[src/rtl/minialu_pkg.sv]
// Shared constants and types for the miniALU result-to-BCD converter.
// Optional feature macro: RESULT_SIGNED_EN (two's-complement input, adds neg).
package minialu_pkg;

  localparam int RESULT_W   = 20;
  localparam int BCD_DIGITS = 7;
  localparam int BCD_W      = BCD_DIGITS * 4;
  localparam int CNT_W      = 5;

  typedef logic [3:0]          digit_t;
  typedef logic [CNT_W-1:0]    cnt_t;
  typedef logic [RESULT_W-1:0] result_t;
  typedef logic [BCD_W-1:0]    bcd_t;

  typedef enum logic [1:0] {
    IDLE  = 2'd0,
    SHIFT = 2'd1,
    DONE  = 2'd2
  } state_t;

  // Counter value on the last of the RESULT_W shift cycles.
  localparam cnt_t LAST_SHIFT = cnt_t'(RESULT_W - 1);

  // Double-dabble digit correction: a digit of 5..9 would become >= 10
  // after the next doubling, so pre-add 3 to carry into the next digit.
  function automatic digit_t add3_if_ge5(input digit_t d);
    return (d >= 4'd5) ? (d + 4'd3) : d;
  endfunction

endpackage

[src/rtl/result_bcd_conv_if.sv]
// Handshake bundle between a miniALU producer/consumer and result_bcd_conv.
// Optional feature macro: RESULT_SIGNED_EN (adds the neg signal).
interface result_bcd_conv_if;
  import minialu_pkg::*;

  logic    in_valid;
  logic    in_ready;
  result_t result;
  logic    out_valid;
  logic    out_ready;
  bcd_t    bcd;
`ifdef RESULT_SIGNED_EN
  logic    neg;
`endif
  logic    busy;

`ifdef RESULT_SIGNED_EN
  modport master (
    output in_valid, result, out_ready,
    input  in_ready, out_valid, bcd, neg, busy
  );
  modport slave (
    input  in_valid, result, out_ready,
    output in_ready, out_valid, bcd, neg, busy
  );
`else
  modport master (
    output in_valid, result, out_ready,
    input  in_ready, out_valid, bcd, busy
  );
  modport slave (
    input  in_valid, result, out_ready,
    output in_ready, out_valid, bcd, busy
  );
`endif

endinterface

[src/rtl/bcd_add3.sv]
// Combinational single-digit double-dabble corrector (in >= 5 -> in + 3).
module bcd_add3
  import minialu_pkg::*;
(
  input  digit_t i_digit,
  output digit_t o_digit
);

  assign o_digit = add3_if_ge5(i_digit);

endmodule

[src/rtl/result_bcd_conv.sv]
// result_bcd_conv: sequential double-dabble conversion of a 20-bit miniALU
// result into 7 packed BCD digits, one shift per clock (20 shift cycles).
// Optional feature macro: RESULT_SIGNED_EN -- input is two's complement,
// the magnitude is converted and the sign is reported on neg.
module result_bcd_conv
  import minialu_pkg::*;
(
  input  logic             clk,
  input  logic             rst_n,
  result_bcd_conv_if.slave bus
);

  state_t  r_state;
  state_t  w_state_nxt;
  cnt_t    r_cnt;
  bcd_t    r_bcd;
  result_t r_mag;
  result_t w_mag;
  bcd_t    w_bcd_adj;
  logic    w_accept;
  logic    w_last;
`ifdef RESULT_SIGNED_EN
  logic    r_neg;
`endif

  digit_t  w_digit [BCD_DIGITS];
  digit_t  w_adj   [BCD_DIGITS];

  assign w_accept = (r_state == IDLE) && bus.in_valid;
  assign w_last   = (r_cnt == LAST_SHIFT);

  // Magnitude to convert; |0x80000| wraps to 0x80000, which is 524288 unsigned.
`ifdef RESULT_SIGNED_EN
  assign w_mag = bus.result[RESULT_W-1] ? (-bus.result) : bus.result;
`else
  assign w_mag = bus.result;
`endif

  // One corrector per BCD digit, applied before every shift.
  for (genvar g = 0; g < BCD_DIGITS; g++) begin : g_digit
    assign w_digit[g] = r_bcd[4*g +: 4];

    bcd_add3 u_add3 (
      .i_digit (w_digit[g]),
      .o_digit (w_adj[g])
    );

    assign w_bcd_adj[4*g +: 4] = w_adj[g];
  end

  // State register.
  always_ff @(posedge clk or negedge rst_n) begin
    if (!rst_n) begin
      r_state <= IDLE;
    end else begin
      // NOTE: clocked state uses <= so every register samples pre-edge values.
      r_state <= w_state_nxt;
    end
  end

  // Next-state logic.
  always_comb begin
    // NOTE: default assignment first keeps this block free of inferred latches.
    w_state_nxt = r_state;
    unique case (r_state)
      IDLE:    if (bus.in_valid)  w_state_nxt = SHIFT;
      SHIFT:   if (w_last)        w_state_nxt = DONE;
      DONE:    if (bus.out_ready) w_state_nxt = IDLE;
      default:                    w_state_nxt = IDLE;
    endcase
  end

  // Handshake/status outputs decoded purely from the current state.
  always_comb begin
    bus.in_ready  = 1'b0;
    bus.out_valid = 1'b0;
    bus.busy      = 1'b0;
    unique case (r_state)
      IDLE:    bus.in_ready  = 1'b1;
      SHIFT:   bus.busy      = 1'b1;
      DONE:    bus.out_valid = 1'b1;
      default: ;
    endcase
  end

  // Conversion datapath: load on accept, correct-and-shift in SHIFT, hold otherwise.
  always_ff @(posedge clk or negedge rst_n) begin
    if (!rst_n) begin
      // NOTE: datapath registers are reset as well, because bcd/neg are
      // directly visible outputs that must read 0 while reset is asserted.
      r_bcd <= '0;
      r_mag <= '0;
      r_cnt <= '0;
    end else if (w_accept) begin
      r_bcd <= '0;
      r_mag <= w_mag;
      r_cnt <= '0;
    end else if (r_state == SHIFT) begin
      {r_bcd, r_mag} <= {w_bcd_adj[BCD_W-2:0], r_mag, 1'b0};
      r_cnt          <= r_cnt + cnt_t'(1);
    end
  end

`ifdef RESULT_SIGNED_EN
  // Sign flag captured alongside the magnitude; holds through SHIFT and DONE.
  always_ff @(posedge clk or negedge rst_n) begin
    if (!rst_n) begin
      r_neg <= 1'b0;
    end else if (w_accept) begin
      r_neg <= bus.result[RESULT_W-1];
    end
  end

  assign bus.neg = r_neg;
`endif

  assign bus.bcd = r_bcd;

endmodule

[src/flat_wrapper.sv]
// flat-port wrapper written by rule: the top's interface ports become plain ports
module result_bcd_conv_flat import minialu_pkg::*;
  (clk, rst_n, bus_in_valid, bus_result, bus_out_ready, bus_in_ready, bus_out_valid, bus_bcd, bus_busy);
  result_bcd_conv_if bus_i ();
  input  logic clk;
  input  logic rst_n;
  input wire logic [$bits(bus_i.in_valid)-1:0] bus_in_valid;
  input wire logic [$bits(bus_i.result)-1:0] bus_result;
  input wire logic [$bits(bus_i.out_ready)-1:0] bus_out_ready;
  output wire logic [$bits(bus_i.in_ready)-1:0] bus_in_ready;
  output wire logic [$bits(bus_i.out_valid)-1:0] bus_out_valid;
  output wire logic [$bits(bus_i.bcd)-1:0] bus_bcd;
  output wire logic [$bits(bus_i.busy)-1:0] bus_busy;
  assign bus_i.in_valid = bus_in_valid;
  assign bus_i.result = bus_result;
  assign bus_i.out_ready = bus_out_ready;
  assign bus_in_ready = bus_i.in_ready;
  assign bus_out_valid = bus_i.out_valid;
  assign bus_bcd = bus_i.bcd;
  assign bus_busy = bus_i.busy;
  result_bcd_conv u_core (.clk(clk), .rst_n(rst_n), .bus(bus_i));
endmodule
[config.mk]
export PLATFORM = sky130hd
export DESIGN_NAME = result_bcd_conv_flat
export DESIGN_NICKNAME = d
export VERILOG_FILES = /design/src/rtl/minialu_pkg.sv /design/src/rtl/result_bcd_conv_if.sv /design/src/rtl/bcd_add3.sv /design/src/rtl/result_bcd_conv.sv /design/src/flat_wrapper.sv
export SDC_FILE = /design/constraint.sdc
export NUM_CORES = 1
export LEC_CHECK = 0
export ABC_CLOCK_PERIOD_IN_PS = 1500
export CAP_MARGIN = 20
export CORE_ASPECT_RATIO = 0.75
export CORE_UTILIZATION = 29
export DETAILED_ROUTE_END_ITERATION = 10
export DONT_BUFFER_PORTS = 1
export SLEW_MARGIN = 5
export SYNTH_ARGS = -nofsm -noshare
export SYNTH_HDL_FRONTEND = slang
export SYNTH_HIERARCHICAL = 1
export SYNTH_SLANG_ARGS = --single-unit
[constraint.sdc]
create_clock -name clk -period 1.5 [get_ports clk]
set_clock_uncertainty 0.15 [all_clocks]
set_input_delay 0.15 -clock clk [delete_from_list [all_inputs] [get_ports clk]]
set_output_delay 0.15 -clock clk [all_outputs]
set_load 0.01 [all_outputs]
==> qor.csv, run 1 <==
stage;metric;value;unit
status;status;finished with violations;
status;failing checks;hold timing, setup timing;
worst_setup_path;Worst setup SP type;flop;
floorplan;Starting Density;0.300;
sta;Max-slew headroom;0.771;
drt;vias;2641;
worst_setup_path;WP data arrival;1.59;ns
sta;Fin. Hold Viols;55;
clock_tree;cts hold-fix bufs;21;
clock_tree;CTS Buf Count;5;
worst_setup_path;maximum fanout along the worst path;5;
pwr;Pleak;2.11;nW
sta;Fin Hold WS;-0.606;ns
final_layout;storage element area;1380;um^2
sta;Fin Setup TNS;-0.00983;ns
synth;Yosys Warn Count;6;
sta;Slew @ Worst Pin;0.343;ns
global_route;initial antenna violation count;0;
drt;via/cell ratio;4.76;
final_layout;layout cell share with drive strength beyond 1;0.360;
final_layout;Finished Core Util;0.436;
global_route;first-pass GRT wire length;12600;um
worst_setup_path;Critical Path Max Stage Delay;0.41;ns
clock_tree;root buffer cell;clkbuf_16;
sta;post-layout minimum cycle time;1.51;ns
clock_tree;clock sinks;55;
clock_tree;CTS HTree Levels;2;
final_layout;Multi-input gate area;1900;um^2
worst_setup_path;RR Startpoint;u_core/r_state[1]$_DFFE_PN0P_;
sta;Worst Slack Setup Final;-0.00983;ns
worst_setup_path;crit path from;u_core/r_state[1]$_DFFE_PN0P_;
sta;Fmax achieved;662;MHz
worst_setup_path;required time of the critical path;1.58;ns
final_layout;design area;4530;um^2
synth;post-synthesis cell area;3110;um^2
clock_tree;clock transition at the registers of the reported paths;0.07;ns
floorplan;Die Ht;91.7;um
worst_setup_path;r2r worst-path depth;7;
place;pre-CTS WS;-0.0216;ns
floorplan;Die W;122;um
place;DP Wirelength;4690;um
drt;Post-DRT Antenna Nets;0;
job;max_cap viols;0;
pwr;maximum vdd drop;985;uV
place;Port Buffers;0;
drt;Avg WL per Cell;15.2;um
final_layout;Area Overhead vs Synth;45.4;%
floorplan;Placeable Area;10400;um^2
worst_setup_path;R2R Setup Slk;-0.01;ns
synth;Post-Syn Instances;351;
clock_tree;Clock Tree Buf Depth;2;
floorplan;Ports;55;
final_layout;Post-layout nets;458;
drt;DR DRC count;0;
global_route;gr usage total;0.142;
worst_hold_path;Hold Path Class;in2async;
place;Placed Instance Area;3450;um^2
sta;final setup vio count;1;
worst_setup_path;Crit-path slowest cell;dfrtp_1;
sta;Slew Limit Fails;0;
global_route;Congestion Overflow GR;0;
sta;unrepaired setup endpoints after global routing;yes;
worst_setup_path;crit-path cells;buf_6 > buf_6 > nor3b_4 > buf_6 > clkbuf_16 > a22oi_2 > nand2_1;
worst_setup_path;Top cell by count, worst path;buf_6;
place;GPL Wtd Cong;0.720;
sta;Tcrit/Tclk final;1.01;
floorplan;Die ar.;11200;um^2
worst_setup_path;Worst R2R End;u_core/r_mag[1]$_DFFE_PN0P_;
pwr;power density over the cells;2230;nW/um^2
floorplan;Rows;32;
clock_tree;worst skew pair latency;0.29;ns
final_layout;FILL cells;968;
global_route;vias in the first global route;2542;
worst_setup_path;end of the critical path;u_core/r_mag[1]$_DFFE_PN0P_;
drt;Starting DRT DRC Count;95;
drt;drt first pass iters;4;
worst_setup_path;Crit Path Class;reg2reg;
synth;Post-Syn Area per Cell;8.87;um^2
worst_setup_path;Setup crit end kind;flop;
drt;detailed-route wire length;8440;um
clock_tree;CTS tree;yes;
global_route;largest net degree at the start of global routing;56;
synth;syn nets;390;
final_layout;n_diodes;0;
==> worst max-delay path, delay by kind of cell, from the launching register on <==
kind	cells	cell delay, ns
buffers and inverters	4	0.55
AOI/OAI and AO/OA	1	0.05
and+or+nand+nor	2	0.29
DFF	1	0.41
==> area by class of cell <==
cell class	count	share of cell area
Timing Repair Buffer	78	0.189
Clock buffer	5	0.0276
Multi-Input combinational cell	263	0.419
Tap cell	136	0.0376
Sequential cell	55	0.305
Inverter	16	0.0144
Clock inverter	2	0.00829
==> worst min path at each step <==
| stage | slack [ns] | end | start |
|---|---|---|---|
| 2_1_floorplan | -0.30 | u_core/bus.bcd[0]$_DFFE_PN0P_ | rst_n |
| 6_report | -0.61 | u_core/r_mag[11]$_DFFE_PN0P_ | rst_n |
| 3_5_place_dp | -0.29 | u_core/r_mag[9]$_DFFE_PN0P_ | rst_n |
| 3_3_place_gp | -0.29 | u_core/r_mag[12]$_DFFE_PN0P_ | rst_n |
| 5_1_grt | -0.62 | u_core/r_mag[14]$_DFFE_PN0P_ | rst_n |
| 4_1_cts | -0.61 | u_core/bus.bcd[24]$_DFFE_PN0P_ | rst_n |
==> power breakdown <==
group / switching [mW] / internal, mW / total [mW]
combinational: 2.84 / 2.96 / 5.80
clock: 0.534 / 0.779 / 1.31
sequential: 0.827 / 2.16 / 2.99
==> flip-flops by register name, summed over array words and instances (netlist names) <==
signal,flops
u_core/r_state,2
u_core/r_cnt,5
u_core/r_mag,20
u_core/bus.bcd,28
==> per-layer routing <==
layer  GRT usage  wire, um
met5           0         0
met4      0.0247        39
met1       0.170      3480
met3      0.0423       488
met2       0.252      4430
==> cells in the final DEF, fill, tap and decap left out, types with 2 or more instances in the layout <==
| cell | instances |
|---|---|
| nand2_1 | 129 |
| dfrtp_1 | 53 |
| buf_4 | 37 |
| dlygate4sd3_1 | 21 |
| nand3_2 | 20 |
| a22oi_2 | 19 |
| inv_2 | 12 |
| nand3_1 | 11 |
| clkbuf_16 | 9 |
| mux2i_1 | 9 |
| ha_4 | 9 |
| buf_6 | 8 |
| nand2b_4 | 8 |
| nor2_1 | 8 |
| o21ai_0 | 8 |
| a21oi_4 | 7 |
| o21ai_1 | 7 |
| xnor2_1 | 6 |
| nand2b_1 | 6 |
| buf_12 | 5 |
| ha_2 | 5 |
| inv_1 | 3 |
| nand4_1 | 2 |
| dfrtp_2 | 2 |
==> per-stage QoR <==
step | power, mW | hold WS (ns) | cells
6_report | 10.1 | -0.606 | 555
4_1_cts | 8.81 | -0.613 | 539
5_1_grt | 10.9 | -0.623 | 555
3_5_place_dp | 6.93 | -0.294 | 502
3_3_place_gp | 6.75 | -0.294 | 502
2_1_floorplan | 5.70 | -0.296 | 351
==> timing repair <==
item | in CTS | in global routing
cloned | 2 | 6
endpoints found under the hold margin | 76 | 55
setup buffers | 7 | 10
gates resized for setup | 19 | 70
pin swaps | 9 | 32
setup endpoints to repair | 32 | 42
No activity file was read; power rests on OpenSTA's default activity.
==> run 2: changes to the inputs <==
- ABC_CLOCK_PERIOD_IN_PS: 1500 -> unset
==> results of run 2 <==
No change in the layout: final DEF, timing and power equal those of run 1.
